**config.mk**
```make
export PLATFORM = sky130hd
export DESIGN_NAME = stopwatch_digit_source
export DESIGN_NICKNAME = d
export VERILOG_FILES = /design/src/rtl/stopwatch_digit_source.sv
export SDC_FILE = /design/constraint.sdc
export NUM_CORES = 1
export LEC_CHECK = 0
export CORE_MARGIN = 3
export CORE_UTILIZATION = 50
export DETAILED_ROUTE_END_ITERATION = 8
export GPL_ROUTABILITY_DRIVEN = 0
export HOLD_SLACK_MARGIN = 0.05
export PLACE_DENSITY = 0.68
export SLEW_MARGIN = 40
export SYNTH_ARGS = -nofsm -noshare
export SYNTH_HDL_FRONTEND = slang
export SYNTH_SLANG_ARGS = --single-unit
```
**constraint.sdc**
```tcl
create_clock -name clk -period 2.55 [get_ports clk]
set_input_delay 0.3825 -clock clk [delete_from_list [all_inputs] [get_ports clk]]
set_output_delay 0.3825 -clock clk [all_outputs]
set_load 0.1 [all_outputs]
```
**src/rtl/stopwatch_digit_source.sv**
```systemverilog
// MM:SS stopwatch that feeds the four nibble inputs of the seven-segment
// display driver. Three button inputs are synchronised and edge-detected,
// a prescaler turns clk into a once-per-second tick, and a small control FSM
// decides whether the BCD count advances and whether the display shows the
// live count or a frozen lap snapshot.
//
//   state    | meaning
//   ---------+---------------------------------------------------------
//   ST_IDLE  | stopped at whatever count is held, prescaler held at 0
//   ST_RUN   | prescaler counting, live count shown
//   ST_PAUSE | prescaler and count frozen, live count shown
//   ST_LAP   | prescaler and count still advancing, snapshot shown

module stopwatch_digit_source #(
    parameter int unsigned TICK_DIV = 100000000,
    parameter int unsigned CNT_W    = 27
) (
    input  logic       clk,
    input  logic       clr,
    input  logic       start_btn,
    input  logic       lap_btn,
    input  logic       zero_btn,
    output logic [3:0] digit0,
    output logic [3:0] digit1,
    output logic [3:0] digit2,
    output logic [3:0] digit3,
    output logic       running,
    output logic       lap_active,
    output logic       rollover
);

    localparam logic [CNT_W-1:0] PRESC_LAST = CNT_W'(TICK_DIV - 1);
    localparam logic [CNT_W-1:0] PRESC_ONE  = CNT_W'(1);

    // Bit positions of the three buttons in the synchroniser vectors.
    localparam int unsigned B_START = 0;
    localparam int unsigned B_LAP   = 1;
    localparam int unsigned B_ZERO  = 2;

    typedef enum logic [1:0] {
        ST_IDLE  = 2'd0,
        ST_RUN   = 2'd1,
        ST_PAUSE = 2'd2,
        ST_LAP   = 2'd3
    } state_t;

    state_t state_q;
    state_t state_nxt;

    logic [2:0] btn_raw;
    logic [2:0] btn_meta;
    logic [2:0] btn_sync;
    logic [2:0] btn_prev;
    logic [2:0] btn_press;

    logic start_press;
    logic lap_press;
    logic zero_press;

    logic [CNT_W-1:0] presc_q;
    logic [CNT_W-1:0] presc_nxt;
    logic             counting;
    logic             tick;

    // Live count, one BCD nibble per display position.
    logic [3:0] cnt_d0_q, cnt_d1_q, cnt_d2_q, cnt_d3_q;
    logic [3:0] cnt_d0_nxt, cnt_d1_nxt, cnt_d2_nxt, cnt_d3_nxt;

    // Lap snapshot, loaded from the live count on lap entry.
    logic [3:0] snap_d0_q, snap_d1_q, snap_d2_q, snap_d3_q;
    logic [3:0] snap_d0_nxt, snap_d1_nxt, snap_d2_nxt, snap_d3_nxt;

    logic zero_act;
    logic snap_load;
    logic wrap;

    logic [3:0] digit0_q, digit1_q, digit2_q, digit3_q;
    logic       running_q;
    logic       lap_active_q;
    logic       rollover_q;

    assign btn_raw   = {zero_btn, lap_btn, start_btn};
    assign btn_press = btn_sync & ~btn_prev;

    assign start_press = btn_press[B_START];
    assign lap_press   = btn_press[B_LAP];
    assign zero_press  = btn_press[B_ZERO];

    // Two-flop synchroniser plus previous-value flop for edge detection.
    // Cleared on reset so a button held across release gives one press.
    always_ff @(posedge clk) begin
        if (!clr) begin
            btn_meta <= '0;
            btn_sync <= '0;
            btn_prev <= '0;
        end else begin
            btn_meta <= btn_raw;
            btn_sync <= btn_meta;
            btn_prev <= btn_sync;
        end
    end

    // Control FSM next state; start wins over lap, zero wins over start.
    always_comb begin
        state_nxt = state_q;
        zero_act  = 1'b0;
        snap_load = 1'b0;
        unique case (state_q)
            ST_IDLE: begin
                if (start_press) begin
                    state_nxt = ST_RUN;
                end
            end
            ST_RUN: begin
                if (start_press) begin
                    state_nxt = ST_PAUSE;
                end else if (lap_press) begin
                    state_nxt = ST_LAP;
                    snap_load = 1'b1;
                end
            end
            ST_LAP: begin
                if (start_press) begin
                    state_nxt = ST_PAUSE;
                end else if (lap_press) begin
                    state_nxt = ST_RUN;
                end
            end
            ST_PAUSE: begin
                if (zero_press) begin
                    state_nxt = ST_IDLE;
                    zero_act  = 1'b1;
                end else if (start_press) begin
                    state_nxt = ST_RUN;
                end
            end
            default: begin
                state_nxt = ST_IDLE;
            end
        endcase
    end

    // FSM state register.
    always_ff @(posedge clk) begin
        if (!clr) begin
            state_q <= ST_IDLE;
        end else begin
            state_q <= state_nxt;
        end
    end

    assign counting = (state_q == ST_RUN) || (state_q == ST_LAP);
    assign tick     = counting && (presc_q == PRESC_LAST);

    // Prescaler: advances while counting, frozen in pause, zeroed when idle.
    always_comb begin
        presc_nxt = presc_q;
        if (zero_act || (state_q == ST_IDLE)) begin
            presc_nxt = '0;
        end else if (counting) begin
            if (tick) begin
                presc_nxt = '0;
            end else begin
                presc_nxt = presc_q + PRESC_ONE;
            end
        end
    end

    // Cascaded BCD count; >= compares keep any digit from escaping its range.
    always_comb begin
        cnt_d0_nxt = cnt_d0_q;
        cnt_d1_nxt = cnt_d1_q;
        cnt_d2_nxt = cnt_d2_q;
        cnt_d3_nxt = cnt_d3_q;
        wrap       = 1'b0;
        if (zero_act) begin
            cnt_d0_nxt = 4'd0;
            cnt_d1_nxt = 4'd0;
            cnt_d2_nxt = 4'd0;
            cnt_d3_nxt = 4'd0;
        end else if (tick) begin
            if (cnt_d0_q >= 4'd9) begin
                cnt_d0_nxt = 4'd0;
                if (cnt_d1_q >= 4'd5) begin
                    cnt_d1_nxt = 4'd0;
                    if (cnt_d2_q >= 4'd9) begin
                        cnt_d2_nxt = 4'd0;
                        if (cnt_d3_q >= 4'd5) begin
                            cnt_d3_nxt = 4'd0;
                            wrap       = 1'b1;
                        end else begin
                            cnt_d3_nxt = cnt_d3_q + 4'd1;
                        end
                    end else begin
                        cnt_d2_nxt = cnt_d2_q + 4'd1;
                    end
                end else begin
                    cnt_d1_nxt = cnt_d1_q + 4'd1;
                end
            end else begin
                cnt_d0_nxt = cnt_d0_q + 4'd1;
            end
        end
    end

    // Snapshot captures the pre-increment count on the lap-entry edge.
    always_comb begin
        snap_d0_nxt = snap_d0_q;
        snap_d1_nxt = snap_d1_q;
        snap_d2_nxt = snap_d2_q;
        snap_d3_nxt = snap_d3_q;
        if (snap_load) begin
            snap_d0_nxt = cnt_d0_q;
            snap_d1_nxt = cnt_d1_q;
            snap_d2_nxt = cnt_d2_q;
            snap_d3_nxt = cnt_d3_q;
        end
    end

    // Datapath registers: prescaler, live count and snapshot.
    always_ff @(posedge clk) begin
        if (!clr) begin
            presc_q   <= '0;
            cnt_d0_q  <= 4'd0;
            cnt_d1_q  <= 4'd0;
            cnt_d2_q  <= 4'd0;
            cnt_d3_q  <= 4'd0;
            snap_d0_q <= 4'd0;
            snap_d1_q <= 4'd0;
            snap_d2_q <= 4'd0;
            snap_d3_q <= 4'd0;
        end else begin
            presc_q   <= presc_nxt;
            cnt_d0_q  <= cnt_d0_nxt;
            cnt_d1_q  <= cnt_d1_nxt;
            cnt_d2_q  <= cnt_d2_nxt;
            cnt_d3_q  <= cnt_d3_nxt;
            snap_d0_q <= snap_d0_nxt;
            snap_d1_q <= snap_d1_nxt;
            snap_d2_q <= snap_d2_nxt;
            snap_d3_q <= snap_d3_nxt;
        end
    end

    // Output registers are fed from next-state values so that digits and
    // status flags change on the same edge as the count and state.
    always_ff @(posedge clk) begin
        if (!clr) begin
            digit0_q     <= 4'd0;
            digit1_q     <= 4'd0;
            digit2_q     <= 4'd0;
            digit3_q     <= 4'd0;
            running_q    <= 1'b0;
            lap_active_q <= 1'b0;
            rollover_q   <= 1'b0;
        end else begin
            if (state_nxt == ST_LAP) begin
                digit0_q <= snap_d0_nxt;
                digit1_q <= snap_d1_nxt;
                digit2_q <= snap_d2_nxt;
                digit3_q <= snap_d3_nxt;
            end else begin
                digit0_q <= cnt_d0_nxt;
                digit1_q <= cnt_d1_nxt;
                digit2_q <= cnt_d2_nxt;
                digit3_q <= cnt_d3_nxt;
            end
            running_q    <= (state_nxt == ST_RUN) || (state_nxt == ST_LAP);
            lap_active_q <= (state_nxt == ST_LAP);
            rollover_q   <= wrap;
        end
    end

    assign digit0     = digit0_q;
    assign digit1     = digit1_q;
    assign digit2     = digit2_q;
    assign digit3     = digit3_q;
    assign running    = running_q;
    assign lap_active = lap_active_q;
    assign rollover   = rollover_q;

endmodule

```
==> impl_metrics.yaml <==
synthesis:
  synthFlopType: "dfxtp_1"
  async_reset_ff_share_pct: 0
  syn_area_um2: 3760
  synthCells: 412
  synth_xor_area_share_pct: 5.59
  synth_edf_count: 0
  syn_nets: 430
  synth_common_cells: "88 x dfxtp_1, 68 x nor2_1, 29 x nand2_1"
  synthTopCellsByArea: "dfxtp_1 47%, nor2_1 6.8%, ha_1 4.3%, xor2_1 3.0%, nand2_1 2.9%"
  synth_top_cell_by_area: "dfxtp_1"
  synth_cell_types: 60
  synth_fa_ha_area_share_pct: 4.32
  synth_compound_area_share_pct: 10.6
  yosysSeqAreaShare_pct: 46.8
  yosys_warnings: 0
  syn_avg_cell_area_um2: 9.13
  synth_top_family_by_area: "simple AND/OR/NAND/NOR gates"
  synth-simple-area-share_pct: 25.8
  netlist.area_leader.share_pct: 46.8
  synth_mux_area_share_pct: 3.26
  yosys.cell_count.top_type: "dfxtp_1"
  ys_ff_latch: 88
worst_setup_path:
  cp_num_buf_inv: 1
  r2r-end: "digit1[2]"
  critPathArrivalTime_ns: 2.62
  path_delay_family: "simple AND/OR/NAND/NOR gates"
  cp_cell_sequence: "or4b_1 > nor4_4 > buf_4 > nand4_2 > o21ai_0 > o41ai_1 > o211a_1"
  reg2reg_slack_ns: 0.18
  worst-setup-path-type: "reg -> reg"
  required_ns: 2.81
  critPathMaxStageDelay_ns: 0.59
  critPathMaxFanout: 9
  endpoint_kind: "register"
  reg2reg_depth: 7
  slowest_stage: "or4b_1"
  startpoint_type: "register"
  worstReg2RegStart: "presc_q[19]"
sta:
  min_period_over_period_pct: 92.8
  hold_viol: 0
  drv_slew: 0
  max_freq_mhz: 422
  setup_violations: 0
  slew_headroom_pct: 58.0
  finClkSkew_ns: 0.0116
  rsz0062_at_grt: "no"
  period_needed_ns: 2.37
  tightestPinTransition_ns: 0.625
  tns_ns: 0
min_path:
  whs_path_depth: 1
  holdCritPathClass: "reg -> reg"
  hold-path-endpoint: "btn_sync[1]"
  hp-start: "btn_meta[1]"
cts:
  numCtsBuffers: 9
  root_buffer: "clkbuf_8"
  htreeDepth: 3
  cts.reportedPaths.clkPinSlew_ns: 0.08
  cts_sinks: 88
  cts_post_setup_buffers_inserted: 0
  clk_path_buf_depth: 2
  worst_skew_pair.late_latency_ns: 0.36
  cts_tree: "built"
  ctsHoldBuffers: 0
global_routing:
  grt_pass1_vias: 2709
  globalRouteOverflowTotal: 0
  antenna_found_initial: 0
  grt_first_pass_wirelength_um: 13000
  grtUsageTotal_pct: 19.3
  grt_start_max_net_pins: 26
placement:
  dpl_cell_area_um2: 4100
  port_buffers: 23
  hpwl_um: 5440
routing:
  viasPerCell: 5.29
  ant_nets: 0
  drcViolationCount: 0
  drt_iter0_drc: 118
  wl_per_cell_um: 14.1
  drt-pass1-iter-count: 4
  num_vias: 2881
  drt_wl_total_um: 7690
die:
  die-area_um2: 8600
  core-area_um2: 7060
  num_io_pins: 24
  num_rows: 30
  die_w_um: 92.7
  chipHeight_um: 92.7
  start_util_pct: 53.3
flow_run:
  cap_viol_max_count: 0
finish:
  diodes: 0
  num-fill-cells: 652
  design_area_um2: 4310
  final_util_pct: 61.0
  nets: 462
  area_growth_pct: 14.5
  drive_above_1_share_pct: 14.5
run_status:
  outcome: "finished clean"
power_and_ir_drop:
  total_leakage_power_nw: 1.71
  peakVddDrop_uv: 304
  fin_total_pwr_mw: 2.42
  power_density_nw_per_um2: 563
-- flip-flops by register name, indices dropped and copies added (netlist names), 4 cells and up --
register / cells
digit2: 4
cnt_d3_q: 4
snap_d3_q: 4
digit0: 4
digit3: 4
cnt_d1_q: 4
cnt_d0_q: 4
digit1: 4
snap_d1_q: 4
cnt_d2_q: 4
snap_d2_q: 4
snap_d0_q: 4
presc_q: 27
-- power breakdown --
part / switching, mW / internal [mW] / leakage (nW)
Clock: 0.460 / 0.508 / 0.0969
Sequential: 0.00538 / 1.38 / 0.711
Combinational: 0.0471 / 0.0220 / 0.903
Total: 0.513 / 1.91 / 1.71
-- metal layers --
| metal | vias to the layer above | track usage, % | part of all wire (%) |
|---|---|---|---|
| met3 | 8 | 6.09 | 5.1 |
| met4 | 0 | 5.98 | 1.3 |
| met2 | 52 | 29.6 | 44 |
| met1 | 1333 | 26.0 | 49 |
| met5 | - | 0 | 0 |
| li1 | 1488 | - | - |
-- repair_timing --
item	4_1_cts	5_1_grt
setup endpoints to repair	0	4
gates resized for setup	0	1
endpoints found under the hold margin	0	0
-- cell usage in the layout, fill, tap and decap left out, drive strengths merged, types with 11 or more instances in the layout --
master	n
clkbuf	14
buf	32
nand4	14
nor2	68
nand2	30
ha	13
and2	12
xor2	13
a21oi	21
xnor2	11
inv	16
dfxtp	88
nor3	15
-- final cells by class --
type	count	area (µm²)	area share, %
Tap cell	96	120	2.79
Clock inverter	2	37.5	0.872
Clock buffer	14	163	3.78
Inverter	17	63.8	1.48
Timing Repair Buffer	36	280	6.51
Sequential cell	88	1760	40.9
Multi-Input combinational cell	292	1880	43.6
-- logic make-up (layout without fill, tap and decap cells) --
family / count (synthesis) / after routing
fa+ha+maj: 13 / 13
simple gates: 184 / 184
xor+xnor: 24 / 24
buf+inv: 32 / 69
compound gates: 59 / 59
mux: 12 / 12
flops: 88 / 88
-- worst register-to-register path, stage by stage (launching register included) --
cell,delay (ns)
dfxtp_1,0.33
or4b_1,0.59
nor4_4,0.38
buf_4,0.21
nand4_2,0.20
o21ai_0,0.23
o41ai_1,0.12
o211a_1,0.21
-- per-stage QoR --
stage	hold slack (ns)	std cells	worst slack, ns
6_report	0.438	545	0.183
5_1_grt	0.457	545	0.00750
4_1_cts	0.442	545	0.0471
3_5_place_dp	0.422	529	0.0559
2_1_floorplan	0.412	412	0.0940
3_3_place_gp	0.415	529	0.106
-- how the worst max path moves through the flow --
stage | start | end | slack, ns | cells past startpoint
2_1_floorplan | running | presc_q[10] | 0.09 | 6
3_3_place_gp | presc_q[19] | digit3[1] | 0.11 | 6
3_5_place_dp | presc_q[19] | digit3[1] | 0.06 | 6
4_1_cts | presc_q[19] | digit3[1] | 0.05 | 6
5_1_grt | presc_q[19] | digit1[2] | 0.008 | 7
6_report | presc_q[19] | digit1[2] | 0.18 | 7
Power figures use the tool's default switching activity.
